<file path="src/rtl/door_score_sched.sv">
// Preference-score scheduler: 5-slot candidate window, serial MAC scan, best {slot,id} pushed to AFIFO.
// Optional stall-cycle counter on output stall_cycles when DOOR_SCHED_STALL_CNT_EN is defined.
module door_score_sched #(
  parameter int SLOTS   = 5,
  parameter int ID_W    = 5,
  parameter int DATA_W  = 8,
  parameter int W_W     = 3,
  parameter int OFFSET  = 5,
  parameter int NUM_REQ = 6000,
  localparam int IDX_W  = $clog2(SLOTS),
  localparam int CNT_W  = 14
) (
  input  logic                  clk,
  input  logic                  rst,
  input  logic                  in_valid,
  input  logic [ID_W-1:0]       doraemon_id,
  input  logic [DATA_W-1:0]     size,
  input  logic [DATA_W-1:0]     iq_score,
  input  logic [DATA_W-1:0]     eq_score,
  input  logic [W_W-1:0]        size_weight,
  input  logic [W_W-1:0]        iq_weight,
  input  logic [W_W-1:0]        eq_weight,
  input  logic                  wfull,
  output logic                  ready,
  output logic                  winc,
  output logic [IDX_W+ID_W-1:0] wdata,
`ifdef DOOR_SCHED_STALL_CNT_EN
  output logic [15:0]           stall_cycles,
`endif
  output logic                  done
);

  localparam int SC_W = DATA_W + W_W + 2;

  typedef enum logic [2:0] {S_FILL, S_IDLE, S_SCAN, S_EMIT, S_DONE} state_t;

  state_t            r_state;
  logic [IDX_W-1:0]  r_fill_cnt;
  logic [IDX_W-1:0]  r_scan_idx;
  logic [IDX_W-1:0]  r_winner;
  logic [CNT_W-1:0]  r_req_cnt;
  logic [SC_W-1:0]   r_best;
  logic [W_W-1:0]    r_sw, r_iw, r_ew;
  logic [ID_W-1:0]   r_id [SLOTS];
  logic [DATA_W-1:0] r_s  [SLOTS];
  logic [DATA_W-1:0] r_i  [SLOTS];
  logic [DATA_W-1:0] r_e  [SLOTS];

  logic              w_acc;
  logic [IDX_W-1:0]  w_target;
  logic [SC_W-1:0]   w_score;

  assign ready    = (r_state == S_FILL) || (r_state == S_IDLE);
  assign w_acc    = in_valid && ready;
  assign w_target = (r_state == S_FILL) ? r_fill_cnt : r_winner;
  assign winc     = (r_state == S_EMIT) && !wfull;
  assign wdata    = (r_state == S_EMIT) ? {r_winner, r_id[r_winner]} : '0;
  assign done     = (r_state == S_DONE);

  assign w_score = SC_W'(r_s[r_scan_idx]) * SC_W'(r_sw)
                 + SC_W'(r_i[r_scan_idx]) * SC_W'(r_iw)
                 + SC_W'(r_e[r_scan_idx]) * SC_W'(r_ew);

  // Slot contents carry no reset; a fresh fill overwrites every slot before it is scanned.
  always_ff @(posedge clk) begin
    for (int k = 0; k < SLOTS; k++) begin
      if (w_acc && (w_target == IDX_W'(k))) begin
        r_id[k] <= doraemon_id;
        r_s[k]  <= size     - DATA_W'(OFFSET);
        r_i[k]  <= iq_score - DATA_W'(OFFSET);
        r_e[k]  <= eq_score - DATA_W'(OFFSET);
      end
    end
  end

  always_ff @(posedge clk) begin
    if (rst) begin
      r_state    <= S_FILL;
      r_fill_cnt <= '0;
      r_scan_idx <= '0;
      r_winner   <= '0;
      r_best     <= '0;
      r_req_cnt  <= '0;
      r_sw       <= '0;
      r_iw       <= '0;
      r_ew       <= '0;
    end else begin
      if (w_acc) begin
        r_sw      <= size_weight;
        r_iw      <= iq_weight;
        r_ew      <= eq_weight;
        r_req_cnt <= r_req_cnt + CNT_W'(1);
      end
      case (r_state)
        S_FILL: begin
          if (w_acc) begin
            if (r_fill_cnt == IDX_W'(SLOTS-1)) begin
              r_state    <= S_SCAN;
              r_scan_idx <= '0;
              r_best     <= '0;
              r_winner   <= '0;
            end else begin
              r_fill_cnt <= r_fill_cnt + IDX_W'(1);
            end
          end
        end
        S_IDLE: begin
          // Winner is cleared here, after w_target has already used it to pick the overwrite slot.
          if (w_acc) begin
            r_state    <= S_SCAN;
            r_scan_idx <= '0;
            r_best     <= '0;
            r_winner   <= '0;
          end
        end
        S_SCAN: begin
          if (w_score > r_best) begin
            r_best   <= w_score;
            r_winner <= r_scan_idx;
          end
          if (r_scan_idx == IDX_W'(SLOTS-1)) r_state <= S_EMIT;
          else                               r_scan_idx <= r_scan_idx + IDX_W'(1);
        end
        S_EMIT: begin
          if (!wfull) r_state <= (r_req_cnt == CNT_W'(NUM_REQ)) ? S_DONE : S_IDLE;
        end
        S_DONE:  r_state <= S_DONE;
        default: r_state <= S_FILL;
      endcase
    end
  end

`ifdef DOOR_SCHED_STALL_CNT_EN
  always_ff @(posedge clk) begin
    if (rst)                                                   stall_cycles <= '0;
    else if (r_state == S_EMIT && wfull && stall_cycles != 16'hFFFF) stall_cycles <= stall_cycles + 16'd1;
  end
`endif

endmodule
</file>
<file path="config.mk">
export PLATFORM = sky130hd
export DESIGN_NAME = door_score_sched
export DESIGN_NICKNAME = d
export VERILOG_FILES = /design/src/rtl/door_score_sched.sv
export SDC_FILE = /design/constraint.sdc
export NUM_CORES = 1
export LEC_CHECK = 0
export ABC_AREA = 1
export CAP_MARGIN = 20
export CORE_ASPECT_RATIO = 2
export CORE_MARGIN = 8
export CORE_UTILIZATION = 40
export CTS_CLUSTER_DIAMETER = 120
export CTS_CLUSTER_SIZE = 40
export DETAILED_ROUTE_END_ITERATION = 12
export PLACE_DENSITY = 0.65
export SYNTH_ARGS = -nofsm -noshare
export SYNTH_HDL_FRONTEND = slang
export SYNTH_SLANG_ARGS = --single-unit
</file>
<file path="constraint.sdc">
create_clock -name clk -period 5.5 [get_ports clk]
set_clock_uncertainty 0.05 [all_clocks]
set_input_delay 1.1 -clock clk [delete_from_list [all_inputs] [get_ports clk]]
set_output_delay 1.1 -clock clk [all_outputs]
set_load 0.03 [all_outputs]
</file>
# Word level (Yosys, flattened, before mapping)
# Memories as Yosys holds them, arrays and structs flattened. A register that Yosys moved wholly into a read port is not among the register bits.
# Cells that the tools add are included.
dict set report word_totals {
  wordCells 163
  regBits 48
  mem_count 4
  output_inout_bits 11
  input_bits 42
  ramBits 145
}
# memory depth width rd rd_ports_with_merged_regs wr line
set mem_list {}
lappend mem_list {r_e 5 8 1 1 1 47} ;# logic [DATA_W-1:0] r_e [SLOTS];
lappend mem_list {r_i 5 8 1 1 1 46} ;# logic [DATA_W-1:0] r_i [SLOTS];
lappend mem_list {r_s 5 8 1 1 1 45} ;# logic [DATA_W-1:0] r_s [SLOTS];
lappend mem_list {r_id 5 5 1 1 1 44} ;# logic [ID_W-1:0] r_id [SLOTS];
dict set report op_classes {
  order_cmp 1
  mux 87
  n_eq_ne 18
  n_bitwise 1
  n_reduce_logical 32
  add_sub_neg 8
  multipliers 3
}
# op count
set ops {}
lappend ops {{$mux 3} 36}
lappend ops {{$mux 8} 13}
lappend ops {{$reduce_or 8->1} 12}
lappend ops {{$mux 13} 4}
lappend ops {{$pmux 13 s3} 1}
lappend ops {{$mul 8x3->11} 3}
lappend ops {{$mux 1} 26}
lappend ops {{$sub 8x3->8 const B} 3}
lappend ops {{$mux 5} 4}
lappend ops {{$reduce_or 5->1} 4}
lappend ops {{$pmux 3 s3} 2}
lappend ops {{$pmux 3 s5} 1}
lappend ops {{$reduce_and 5->1} 3}
lappend ops {{$add 14x1->14 const B} 1}
lappend ops {{$eq 14x13->1 const B} 1}
lappend ops {{$add 12x11->13} 1}
lappend ops {{$gt 13x13->1} 1}
lappend ops {{$add 11x11->12} 1}
lappend ops {{$eq 3x2->1 const B} 4}
lappend ops {{$eq 3x3->1 const B} 4}
lappend ops {{$ne 2x2->1 const B} 6}
lappend ops {{$logic_and 1x1->1} 7}
lappend ops {{$add 3x1->3 const B} 2}
lappend ops {{$eq 3x1->1 const B} 2}
lappend ops {{7 further kinds} 8}

# Depth between registers and ports, before layout
# Gate-level depths: netlist of run 1.
dict set report depth {
  ltp_word 11
  depth_mapped 36
  mapped_depth_nobuf 33
}

# Worst setup path after synthesis of run 1
# No wires, ideal clock.
dict set report synth_timing {
  kind {register -> register}
  startpoint {register (tool-made name)}
  endpoint {register r_best[10]}
  setup_time_ns 0.070
  period_less_slack_ns 5.755
  slack_ns -0.255
  arrival_time_ns 5.634
  stages_incl_launch_ff 30
  path_buffers 3
  required_time_ns 5.380
  path_cell_list {dfxtp_1 > inv_1 > buf_2 > clkbuf_1 > nor2_1 > o22ai_1 > mux2i_1 > nor2_1 > fa_1 > fa_1 > fa_1 > fa_1 > inv_1 > fa_1 > o21ai_0 > nand2_1 > nand2_1 > nand2_1 > nand2_1 > inv_1 > ha_1 > nand2_1 > nor2_1 > nand3_1 > nor2_1 > nor2_4 > nand2_4 > buf_2 > nand3_1 > a21oi_1}
}
# item line
set synth_rtl {}
lappend synth_rtl {{to (signal assigned)} 118} ;# r_best <= w_score;
lappend synth_rtl {{to (decl)} 42} ;# logic [SC_W-1:0] r_best;

==> flow_summary.json, run 1 <==
{
  "status": "finished with violations",
  "violations": "negative setup slack",
  "htree_num_levels": 4,
  "place.gp.congestion": 0.848,
  "dr_wl_met2_um": 13200,
  "rsz0062_at_grt": "true",
  "final_common_cell": "inv_1",
  "drt_wl_total_um": 26300,
  "max_stage_delay_ps": 540,
  "grt_max_degree": 30,
  "ys_seq_area_share_pct": 50.7,
  "m1WireLength_um": 11100,
  "cts_num_sinks": 199,
  "cts_buffer_depth": 2,
  "dp_hpwl_um": 18000,
  "antenna_cells": 0,
  "seqCellArea_sq_um": 5440,
  "dr.pass1.iters": 7,
  "fillers": 2375,
  "critical_path_required_ps": 5820,
  "met3_length_um": 1300,
  "start_util_pct": 40.3,
  "dr_total_vias": 8100,
  "drc": 0,
  "finalCriticalPeriod_ps": 5960,
  "core_area_sq_um": 26600,
  "final_antenna_net_count": 0,
  "finalSetupViolCount": 19,
  "clk_latency_ps": 440,
  "fp.dieW_um": 132,
  "min_path_type": "flip-flop to flip-flop",
  "grt_antenna_before_repair": 0,
  "clk_pin_slew_ps": 70,
  "netlist_instances": 1088,
  "final_layout_size_suffix_gt1_share_pct": 21.9,
  "syn_to_final_growth_pct": 27.3,
  "ys.warnings.count": 0,
  "post-route-worst-setup-slack_ps": -461,
  "cts_buffers": 17,
  "slew-limit-headroom_pct": 47.9,
  "arrival_ps": 6290,
  "top_layer": "met4",
  "yosys.cell_types.count": 42,
  "endpoint_kind": "flip-flop",
  "multiInputGateArea_sq_um": 5030,
  "layout_common_cells": "inv_1 (156), edfxtp_1 (145), nor2_1 (140)",
  "drv_slew": 0,
  "dieHeight_um": 247,
  "grt_pass1_vias": 8419,
  "fin_tns_setup_ps": -7790,
  "ys_seq_elements": 199,
  "cap_viol_max_count": 0,
  "syn_area_sq_um": 10700,
  "drt_iter0_drc": 618,
  "period_share_pct": 108,
  "root_buffer": "clkbuf_16",
  "fin_nets": 1367,
  "grt_pass1_wl_um": 42100,
  "tightest_slew_ps": 781,
  "wire_per_inst_um": 16.5,
  "cpMaxStageDelayCell": "fa_2",
  "fmax_ghz": 0.168,
  "worst-path-max-fanout": 8,
  "tritoncts": "built",
  "grt_remaining_overflow": 0,
  "grt_usage_pct": 16.3,
  "path_common_cell": "fa_1",
  "top_level_ports": 53,
  "synth_nets": 1224,
  "die-area_sq_um": 32600,
  "viasPerCell": 5.09,
  "cp-start-kind": "flip-flop",
  "num_rows": 85,
  "hold_viol": 0,
  "synth_area_per_cell_sq_um": 9.84,
  "io_buffer_count": 52,
  "path_class": "flip-flop to flip-flop"
}
[layer usage]
layer / track usage, % / vias to the layer above
met3: 3.63 / 36
met2: 28.3 / 223
li1: - / 3898
met5: 0 / -
met4: 6.83 / 0
met1: 19.2 / 3943
[area by class of cell]
class / instances / share of cell area [%]
repair buffers: 154 / 10.6
multi-input cells: 683 / 36.9
flip-flops and latches: 199 / 39.9
clock inverters: 14 / 1.39
inverters: 176 / 4.86
clock buffers: 18 / 3.15
well taps: 348 / 3.19
[stage by stage]
step	utilization, %	std cells	area [sq um]	hold WS, ps	worst slack (ps)
finish	51.3	1592	13600	431	-461
floorplan	-	1088	10800	397	2.72
global placement	46.0	1537	12200	409	-524
global route	51.3	1592	13600	447	-745
CTS	50.3	1583	13400	434	-270
detailed placement	46.0	1537	12200	427	-569
[worst max-delay path, delay by kind of cell (launching register included)]
kind / cells / cell delay (ps)
adders and majority gates: 6 / 2590
muxes: 1 / 230
DFF: 1 / 410
AOI/OAI and AO/OA: 5 / 720
and+or+nand+nor: 12 / 1300
buffers and inverters: 6 / 600
[state kept, by name, summed over array words and instances (netlist names), 13 cells and up, named ones only]
register and cells:
r_best 13, r_req_cnt 14, r_id 25, r_i 40
r_s 40, r_e 40
[what timing repair did]
action	in CTS	in global routing
setup endpoints to repair	19	19
gates resized for setup	113	53
hold endpoints to repair	0	0
gates cloned	3	1
hold buffers	0	0
pin swaps	83	52
buffers inserted	11	9
[path summary, 6_finish.rpt]
check | slack, ps | cells past startpoint | end | startpoint
max | -460 | 30 | r_best[12] | flip-flop
min | 430 | 2 | r_best[7] | r_best[7]
max reg2reg | -460 | 30 | r_best[12] | flip-flop
min reg2reg | 430 | 2 | r_best[7] | r_best[7]
[synthesized netlist by cell type (all sizes together)]
master  number  area, sq um
fa          52         1040
and3         1         6.26
nand2      119          474
xor2        17          149
o21bai       1         7.51
buf         10         52.6
a211oi       1         7.51
ha          42          526
nand4        3         18.8
nor4         1         6.26
clkinv       8         30.0
mux2i       11          110
nor3        15         80.1
inv        168          631
o211ai       1         7.51
a21o         1         7.51
nand3       41          215
o32ai        5         43.8
o21a         3         22.5
edfxtp     145         4350
nor2       168          667
a21oi       58          290
o221ai       9         78.8
o22ai       11         68.8
xnor2        6         52.6
clkbuf      21         78.8
and2         1         6.26
or2          6         37.5
nor3b        3         22.5
o21ai      101          505
dfxtp       54         1080
a31oi        5         31.3
[logic make-up (layout without fill, tap and decap cells)]
kind of cell    count (synthesis)  after routing  share of synthesized area [%]
xor+xnor                       23             23                           1.88
buf+inv                       207            362                           7.39
compound gates                196            196                           10.0
flops                         199            199                           50.7
mux                            11             11                           1.03
fa+ha+maj                      94             94                           14.6
simple gates                  358            359                           14.3
Power of run 1 is not shown: default switching activity piles up to over one toggle a cycle in this logic, so the estimate is an artifact.
==> run 2: changes to the inputs <==
--- a/config.mk
+++ b/config.mk
@@ -14,6 +14,7 @@
 export CTS_CLUSTER_SIZE = 40
 export DETAILED_ROUTE_END_ITERATION = 12
 export PLACE_DENSITY = 0.65
+export SLEW_MARGIN = 40
 export SYNTH_ARGS = -nofsm -noshare
 export SYNTH_HDL_FRONTEND = slang
 export SYNTH_SLANG_ARGS = --single-unit
==> results of run 2 <==
Same layout as run 1: the final DEF is identical, and so are final timing and power.
Power of run 2 is left out for the same reason.
